[config.mk]
export PLATFORM = sky130hd
export DESIGN_NAME = cpu_trace_unit
export DESIGN_NICKNAME = d
export VERILOG_FILES = /design/src/rtl/cpu_trace_unit.sv
export SDC_FILE = /design/constraint.sdc
export NUM_CORES = 1
export LEC_CHECK = 0
export ABC_AREA = 1
export CAP_MARGIN = 40
export CORE_ASPECT_RATIO = 0.7
export CORE_MARGIN = 2
export CORE_UTILIZATION = 47
export DETAILED_ROUTE_END_ITERATION = 16
export MAX_ROUTING_LAYER = met4
export PLACE_DENSITY = 0.74
export SETUP_SLACK_MARGIN = 0.3
export SLEW_MARGIN = 10
export SYNTH_ARGS = -nofsm -noshare
export SYNTH_HDL_FRONTEND = slang
export SYNTH_SLANG_ARGS = --single-unit
[constraint.sdc]
create_clock -name clock_input -period 8.8 [get_ports clock_input]
set_input_delay 1.76 -clock clock_input [delete_from_list [all_inputs] [get_ports clock_input]]
set_output_delay 1.76 -clock clock_input [all_outputs]
set_load 0.1 [all_outputs]
[src/rtl/cpu_trace_unit.sv]
// rtl/cpu_trace_unit.sv - run control and circular instruction trace around the 4-step cpu
// Optional feature macro: TRACE_TIMESTAMP_EN (per-record cycle timestamp in trace_rd_data MSBs).
module cpu_trace_unit #(
    parameter int WIDTH    = 16,
    parameter int DEPTH    = 16,
    parameter int PTR_BITS = 4
) (
    input  logic                  clock_input,
    input  logic                  reset,
    input  logic [1:0]            step,
    input  logic [WIDTH-1:0]      pc,
    input  logic [WIDTH-1:0]      r1,
    input  logic [WIDTH-1:0]      mem_read_address,
    input  logic [WIDTH-1:0]      memory_result,
    output logic                  cpu_clock_enable,
    input  logic                  halt_req,
    input  logic                  run_req,
    input  logic                  single_step,
    input  logic                  break_en,
    input  logic [WIDTH-1:0]      break_pc,
    output logic                  halted,
    output logic                  break_hit,
    input  logic                  trace_rd_en,
`ifdef TRACE_TIMESTAMP_EN
    output logic [5*WIDTH-1:0]    trace_rd_data,
`else
    output logic [4*WIDTH-1:0]    trace_rd_data,
`endif
    output logic                  trace_rd_valid,
    output logic [PTR_BITS:0]     trace_count,
    output logic                  trace_overflow
);

`ifdef TRACE_TIMESTAMP_EN
    localparam int REC_W = 5 * WIDTH;
`else
    localparam int REC_W = 4 * WIDTH;
`endif
    localparam logic [PTR_BITS:0] FULL_CNT = (PTR_BITS + 1)'(DEPTH);

    typedef enum logic [1:0] {
        S_HALTED,
        S_LAUNCH,
        S_RUN,
        S_DRAIN
    } state_t;

    state_t                state_q, state_d;
    logic                  break_hit_q, break_hit_d;
    logic [PTR_BITS-1:0]   rd_ptr_q, rd_ptr_d;
    logic [PTR_BITS-1:0]   wr_ptr_q, wr_ptr_d;
    logic [PTR_BITS:0]     count_q, count_d;
    logic                  overflow_q, overflow_d;
    logic [REC_W-1:0]      rd_data_q, rd_data_d;
    logic                  rd_valid_q, rd_valid_d;
    logic [REC_W-1:0]      trace_mem [DEPTH];

    logic                  capture;
    logic                  bp_hit;
    logic                  rd_fire;
    logic                  full;
    logic [REC_W-1:0]      record;

`ifdef TRACE_TIMESTAMP_EN
    logic [WIDTH-1:0]      ts_q, ts_d;

    always_comb begin
        ts_d = ts_q + 1'b1;
    end

    always_ff @(posedge clock_input) begin
        if (reset) begin
            ts_q <= '0;
        end else begin
            ts_q <= ts_d;
        end
    end

    assign record = {ts_q, pc, r1, mem_read_address, memory_result};
`else
    assign record = {pc, r1, mem_read_address, memory_result};
`endif

    // Enable is purely a function of state and step so the cpu sees it in the same cycle.
    always_comb begin
        cpu_clock_enable = 1'b0;
        case (state_q)
            S_HALTED: cpu_clock_enable = 1'b0;
            S_LAUNCH: cpu_clock_enable = 1'b1;
            S_RUN:    cpu_clock_enable = 1'b1;
            S_DRAIN:  cpu_clock_enable = (step != 2'd3);
            default:  cpu_clock_enable = 1'b0;
        endcase
    end

    assign capture = cpu_clock_enable && (step == 2'd2);
    assign bp_hit  = break_en && capture && (pc == break_pc) && (state_q == S_RUN);

    always_comb begin
        state_d     = state_q;
        break_hit_d = break_hit_q;
        if (run_req) begin
            break_hit_d = 1'b0;
        end
        case (state_q)
            S_HALTED: begin
                if (run_req) begin
                    state_d = S_RUN;
                end else if (single_step) begin
                    state_d = S_LAUNCH;
                end
            end
            S_LAUNCH: begin
                if (run_req && !halt_req) begin
                    state_d = S_RUN;
                end else begin
                    state_d = S_DRAIN;
                end
            end
            S_RUN: begin
                if (halt_req || bp_hit) begin
                    state_d = S_DRAIN;
                end
                if (bp_hit) begin
                    break_hit_d = 1'b1;
                end
            end
            S_DRAIN: begin
                if (run_req && !halt_req) begin
                    state_d = S_RUN;
                end else if (step == 2'd3) begin
                    state_d = S_HALTED;
                end
            end
            default: state_d = S_HALTED;
        endcase
    end

    assign rd_fire = trace_rd_en && (count_q != '0);
    assign full    = (count_q == FULL_CNT);

    // A read returns the pre-write oldest entry even when the capture lands in the same slot.
    always_comb begin
        rd_ptr_d   = rd_ptr_q;
        wr_ptr_d   = wr_ptr_q;
        count_d    = count_q;
        overflow_d = overflow_q;
        rd_data_d  = rd_data_q;
        rd_valid_d = rd_fire;
        if (rd_fire) begin
            rd_data_d = trace_mem[rd_ptr_q];
            rd_ptr_d  = rd_ptr_q + 1'b1;
        end
        if (capture) begin
            wr_ptr_d = wr_ptr_q + 1'b1;
        end
        case ({capture, rd_fire})
            2'b10: begin
                if (full) begin
                    rd_ptr_d   = rd_ptr_q + 1'b1;
                    overflow_d = 1'b1;
                end else begin
                    count_d = count_q + 1'b1;
                end
            end
            2'b01:   count_d = count_q - 1'b1;
            default: count_d = count_q;
        endcase
    end

    always_ff @(posedge clock_input) begin
        if (reset) begin
            state_q     <= S_HALTED;
            break_hit_q <= 1'b0;
            rd_ptr_q    <= '0;
            wr_ptr_q    <= '0;
            count_q     <= '0;
            overflow_q  <= 1'b0;
            rd_data_q   <= '0;
            rd_valid_q  <= 1'b0;
        end else begin
            state_q     <= state_d;
            break_hit_q <= break_hit_d;
            rd_ptr_q    <= rd_ptr_d;
            wr_ptr_q    <= wr_ptr_d;
            count_q     <= count_d;
            overflow_q  <= overflow_d;
            rd_data_q   <= rd_data_d;
            rd_valid_q  <= rd_valid_d;
        end
    end

    always_ff @(posedge clock_input) begin
        if (!reset && capture) begin
            trace_mem[wr_ptr_q] <= record;
        end
    end

    assign halted         = (state_q == S_HALTED);
    assign break_hit      = break_hit_q;
    assign trace_rd_data  = rd_data_q;
    assign trace_rd_valid = rd_valid_q;
    assign trace_count    = count_q;
    assign trace_overflow = overflow_q;

endmodule
==> results of run 1 <==
-- sequential cells by signal, summed over array words and instances (netlist names) --
name and flops:
trace_overflow 1, state_q 2, trace_rd_data 64, trace_mem 1024
rd_ptr_q 4, wr_ptr_q 4, trace_count 5, break_hit 1
trace_rd_valid 1
-- final cells by class --
cell class	instances	area, um2
clock buffer	148	2920
timing repair buffer	294	3731
clock inverter	48	545.5
inverter	623	2352
fill	7483	42950
antenna	1	2.502
tap	1261	1578
multi-input combinational	1723	9798
sequential	1106	32410
-- power by group --
group          leakage, nW  switching (mW)  internal, mW
clock network         1.69            1.92          2.61
logic                 7.55            3.02          1.53
registers             9.88           0.189          5.90
-- per-layer routing --
layer,vias to the layer above,global-route usage
li1,13382,-
met1,13970,0.3201
met2,1182,0.3194
met3,135,0.03834
met4,0,0.04951
met5,-,-
-- worst max-delay path by stage --
| stage | start | to | slack, ns | cells past startpoint |
|---|---|---|---|---|
| global placement | step[1] | cpu_clock_enable | 3.29 | 7 |
| finish | step[1] | cpu_clock_enable | 3.69 | 8 |
| CTS | step[1] | cpu_clock_enable | 3.69 | 8 |
| global route | step[1] | cpu_clock_enable | 3.60 | 8 |
| detailed placement | step[1] | trace_mem[14][28] | 3.42 | 8 |
| floorplan | step[0] | trace_mem[11][0] | 2.67 | 7 |
-- cells in the final DEF, fill, tap and decap left out, types with 2 or more instances in the layout --
cell and n:
clkbuf_16 106, bufinv_16 10, dfxtp_1 78, nor3_1 3, o211ai_2 114, buf_4 31
inv_1 618, inv_6 6, nand2_1 325, ha_1 12, clkinv_2 16, dfxtp_4 4
nand3_1 461, o21ai_1 67, clkbuf_8 11, edfxtp_1 1024, a21oi_2 6, clkbuf_1 31
a21oi_1 260, clkdlybuf4s50_1 162, nand4_1 2, nor2_4 16, buf_16 24, o21ai_0 201
clkinv_1 14, o211ai_1 206, xor2_1 2, nor2_1 39, or2_2 2, buf_8 65
buf_12 12
-- logic make-up (layout without fill, tap and decap cells) --
logic type,after synthesis,after routing,synth area share
DFF,1106,1106,0.7070
buffers and inverters,859,1113,0.08179
AOI/OAI and AO/OA,858,858,0.1244
and+or+nand+nor,849,849,0.08253
adders and majority gates,13,13,0.003714
xor gates and xnor gates,3,3,0.0005736
other,0,1,0
-- critical path: cells and delay by family --
| family | cells | cell delay, ns |
|---|---|---|
| buf+inv | 4 | 1.31 |
| simple gates | 4 | 0.28 |
-- through the flow --
step / util / setup WS (ns)
2_1_floorplan: - / 2.670
3_3_place_gp: 0.4993 / 3.290
5_1_grt: 0.5539 / 3.598
6_report: 0.5539 / 3.688
3_5_place_dp: 0.5173 / 3.417
4_1_cts: 0.5533 / 3.691
==> impl_metrics.tcl, run 1 <==
set metrics [dict create \
    status "finished, final reports clean" \
    clkLatencyLatePin_ns 0.68 \
    synth.yosys.warnings 0 \
    vdd_ir_drop_max_v 0.0002815 \
    drt_first_iter_violations 3450 \
    synth_top_area_share 0.6711 \
    firstDrtPassIters 6 \
    io_pins 163 \
    most_repeated_cell_in_the_gate_level_netlist_after_synthesis "edfxtp_1" \
    final_max_slew_viol_count 0 \
    clock-sinks 1106 \
    reg2reg_to "trace_mem[14][27]" \
    setup.worst_path.end_class "output pin" \
    period_share 0.5809 \
    fin_setup_tns_ns 0 \
    yosys-top-cells-count "1024 x edfxtp_1, 621 x inv_1, 461 x nand3_1, 325 x nand2_1, 260 x a21oi_1" \
    report.final.setup_viol 0 \
    reg2reg_from "state_q[0]" \
    worstMarginPinSlew_ns 1.002 \
    cts_made_buffers 104 \
    post-route-min-period_ns 5.112 \
    syn_avg_cell_area_um2 12.42 \
    synth_enable_flop_cells 1024 \
    starting_density_of_the_core 0.4759 \
    largest_cells_by_area_after_synthesis "edfxtp_1 67%, inv_1 5.1%, nand3_1 5.0%, dfxtp_1 3.6%, o211ai_1 3.4%" \
    leakage_power_of_the_design_nw 19.12 \
    rsz0062_at_grt "no" \
    critPathRequiredTime_ns 7.04 \
    fin_worst_hold_slack_ns 0.4865 \
    cp_data_arrival_time_ns 3.35 \
    postSynth.topFlopCell "edfxtp_1" \
    wl_met2_um 47980 \
    post_cts_setup_inserts 0 \
    finalNonFillerCells 5204 \
    final_net_count 3954 \
    wl_met1_um 47700 \
    antenna_found_initial 1 \
    startpoint_type "primary input" \
    cts_root_buf "clkbuf_16" \
    place.gp.congestion 0.7770 \
    post_dp_cell_area_um2 49810 \
    hpwl_um 60280 \
    r2r_cells 8 \
    clock_path_buffers 3 \
    skew_ns 0.02992 \
    synth-seq-area-share 0.7070 \
    critPathMaxStageDelay_ns 0.54 \
    die_x_um 377.2 \
    hold-path-endpoint "trace_overflow" \
    final_area_um2 53330 \
    grt_first_pass_wirelength_um 163000 \
    via_count 28669 \
    cts.hold.buffers_added 0 \
    power_density_nw_per_um2 284.6 \
    synth.cell_area_um2 45820 \
    detail_route.vias_per_cell 5.509 \
    overflow 0 \
    tritoncts "yes" \
    clkTransAtPathRegs_ns 0.06 \
    synth.distinct_cells 32 \
    cap_viol_max_count 0 \
    clock_tree.htree_level_count 3 \
    chipHeight_um 265.2 \
    final_layout_size_suffix_gt1_frac 0.1091 \
    fmax_ghz 0.1956 \
    worstPathCellList "clkdlybuf4s50_1, nand2_1, nand2_1, nand2_1, nand2_1, inv_1, clkdlybuf4s50_1, buf_8" \
    report.power.total_mw 15.18 \
    avgRoutedWirePerCell_um 20.57 \
    r2r_slack_ns 5.02 \
    synth_top_area_cell "edfxtp_1" \
    place.detailed.instances 5005 \
    mappedNetlistNets 3790 \
    die-area_um2 100000 \
    synthToLayoutAreaGrowth_pct 16.41 \
    met3RoutedLength_um 9491 \
    cell_row_count 95 \
    relSlewSlack 0.3320 \
    cts_resized 0 \
    worst_hold_path_type "reg -> reg" \
    critical_path_slowest_stage_cell "clkdlybuf4s50_1" \
    hold_depth 1 \
    synthCells 3688 \
    setup.worst_path.class "in -> out" \
    number_of_global_route_vias_before_repair 27353 \
    synth.ff_latch_count 1106 \
    ys_async_sr_fraction 0 \
    final_hold_violation_count 0 \
    io_buffers 162 \
    worst_hold_start "trace_overflow" \
    coreArea_um2 96280 \
    crit_path_max_fanout 3 \
    routed_wl_um 107100 \
    maximum_number_of_pins_on_one_net_before_global_route_repair 200 \
    drt_drc_violations_left 0 \
    path_common_cell "nand2_1" \
    drt.antenna.violating_nets 0 \
    global_route.usage.total 0.2184 \
    route.top_layer_used "met4" \
]
(Power assumes the default switching activity.)
==> inputs of run 2 (changes only) <==
==> constraint.sdc (replaced) <==
create_clock -name clock_input -period 5.3 [get_ports clock_input]
set_input_delay 1.06 -clock clock_input [delete_from_list [all_inputs] [get_ports clock_input]]
set_output_delay 1.06 -clock clock_input [all_outputs]
set_load 0.1 [all_outputs]
==> impl_metrics.tcl, run 2 (same netlist as run 1, synthesis figures left out) <==
set metrics [dict create \
    setup.worst_path.class "in -> reg" \
    routed_wl_um 104500 \
    relSlewSlack 0.4185 \
    cts_root_buf "clkbuf_16" \
    fmax_ghz 0.2862 \
    coreArea_um2 96280 \
    io_pins 163 \
    r2r_slack_ns 2.13 \
    clock_path_buffers 3 \
    final_max_slew_viol_count 0 \
    vdd_ir_drop_max_v 0.0005185 \
    clkTransAtPathRegs_ns 0.06 \
    clock-sinks 1106 \
    status "finished, final reports clean" \
    post_dp_cell_area_um2 49940 \
    drt.antenna.violating_nets 0 \
    number_of_global_route_vias_before_repair 27072 \
    setup.worst_path.end_class "flop" \
    grt_first_pass_wirelength_um 159700 \
    die_x_um 377.2 \
    gr-usage-met1 0.3112 \
    flip_flop_count_of_the_largest_register_all_copies_and_words_added 1024 \
    rsz0062_at_grt "no" \
    cts_resized 0 \
    cap_viol_max_count 0 \
    cts_made_buffers 100 \
    maximum_number_of_pins_on_one_net_before_global_route_repair 141 \
    hpwl_um 57470 \
    worst_slack_at_placement_ns 1.177 \
    post_cts_setup_inserts 0 \
    final_layout_size_suffix_gt1_frac 0.1077 \
    place.detailed.instances 5005 \
    groute.layer.met3.usage 0.03802 \
    worst_setup_ep "trace_mem[2][15]" \
    skew_ns 0.02601 \
    clkLatencyLatePin_ns 0.68 \
    n_fill_cell 7475 \
    worst_hold_path_type "reg -> reg" \
    chipHeight_um 265.2 \
    reg2reg_to "trace_mem[2][15]" \
    registers.top_by_ff_count "trace_mem" \
    postLayoutSetupSlackWorst_ns 1.805 \
    final_hold_violation_count 0 \
    die-area_um2 100000 \
    period_share 0.6593 \
    post-route-min-period_ns 3.495 \
    drt_first_iter_violations 3371 \
    detail_route.vias_per_cell 5.476 \
    final_net_count 3948 \
    synthToLayoutAreaGrowth_pct 16.18 \
    starting_density_of_the_core 0.4759 \
    r2r_cells 8 \
    final_area_um2 53230 \
    setup_crit_start "step[1]" \
    clock_tree.htree_level_count 3 \
    overflow 0 \
    register_area_um2 32410 \
    avgRoutedWirePerCell_um 20.14 \
    drt_drc_violations_left 0 \
    cts.hold.buffers_added 0 \
    antenna_found_initial 2 \
    multi_input_comb_area_um2 9798 \
    critPathRequiredTime_ns 5.59 \
    firstDrtPassIters 5 \
    layout.cells.most_common "edfxtp_1" \
    cp_data_arrival_time_ns 3.79 \
    cell_row_count 95 \
    startpoint_type "primary input" \
    worstMarginPinSlew_ns 0.8722 \
    power_density_nw_per_um2 469.8 \
    io_buffers 162 \
    via_count 28426 \
    finalNonFillerCells 5191 \
    place.gp.congestion 0.7865 \
    top_usage_layer "met2" \
    report.final.setup_viol 0 \
    reg2reg_from "state_q[0]" \
    crit_path_max_fanout 34 \
    leakage_power_of_the_design_nw 19.06 \
    fin_setup_tns_ns 0 \
    global_route.usage.met2 0.3119 \
    global_route.usage.total 0.2133 \
    tritoncts "yes" \
    layout_common_cells "1024 x edfxtp_1, 618 x inv_1, 461 x nand3_1" \
]
## run 2: worst min path at each step
| stage | start | to | slack, ns | cells after the start |
|---|---|---|---|---|
| 2_1_floorplan | wr_ptr_q[3] | wr_ptr_q[3] | 0.49 | 2 |
| 3_3_place_gp | trace_overflow | trace_overflow | 0.47 | 1 |
| 3_5_place_dp | trace_overflow | trace_overflow | 0.47 | 1 |
| 4_1_cts | trace_overflow | trace_overflow | 0.49 | 1 |
| 5_1_grt | trace_overflow | trace_overflow | 0.52 | 1 |
| 6_report | trace_overflow | trace_overflow | 0.48 | 1 |
## run 2: worst max-delay path, stage by stage
cell,delay [ns]
clkdlybuf4s50_1,0.50
inv_1,0.05
nor2_1,0.22
nand3_1,0.37
nor2_1,0.39
nand2_1,0.34
nor2_4,0.26
buf_4,0.51
## run 2: per-stage QoR
step / power (mW) / hold slack (ns) / util
finish: 25.01 / 0.4838 / 0.5529
detailed placement: 17.87 / 0.4661 / 0.5187
CTS: 25.13 / 0.4906 / 0.5528
global route: 26.09 / 0.5153 / 0.5529
floorplan: 15.53 / 0.4907 / -
global placement: 16.80 / 0.4739 / 0.5024
## run 2: final cells by class
class,instances,share of cell area
sequential,1106,0.6088
multi-input combinational,1723,0.1841
timing repair buffer,292,0.07146
clock buffer,136,0.05204
inverter,623,0.04419
tap,1261,0.02964
clock inverter,48,0.009685
antenna,2,0.00009402
## run 2: layer usage
metal,share of wire,vias to the layer above
met5,0,-
li1,-,13367
met3,0.080,143
met2,0.45,1084
met1,0.45,13832
met4,0.019,0
## run 2: power breakdown
| group | switching (mW) | total (mW) | leakage, nW | internal [mW] |
|---|---|---|---|---|
| logic | 5.06 | 7.72 | 7.57 | 2.66 |
| registers | 0.220 | 10.0 | 9.88 | 9.79 |
| clock network | 3.12 | 7.28 | 1.61 | 4.15 |
| total | 8.40 | 25.0 | 19.1 | 16.6 |
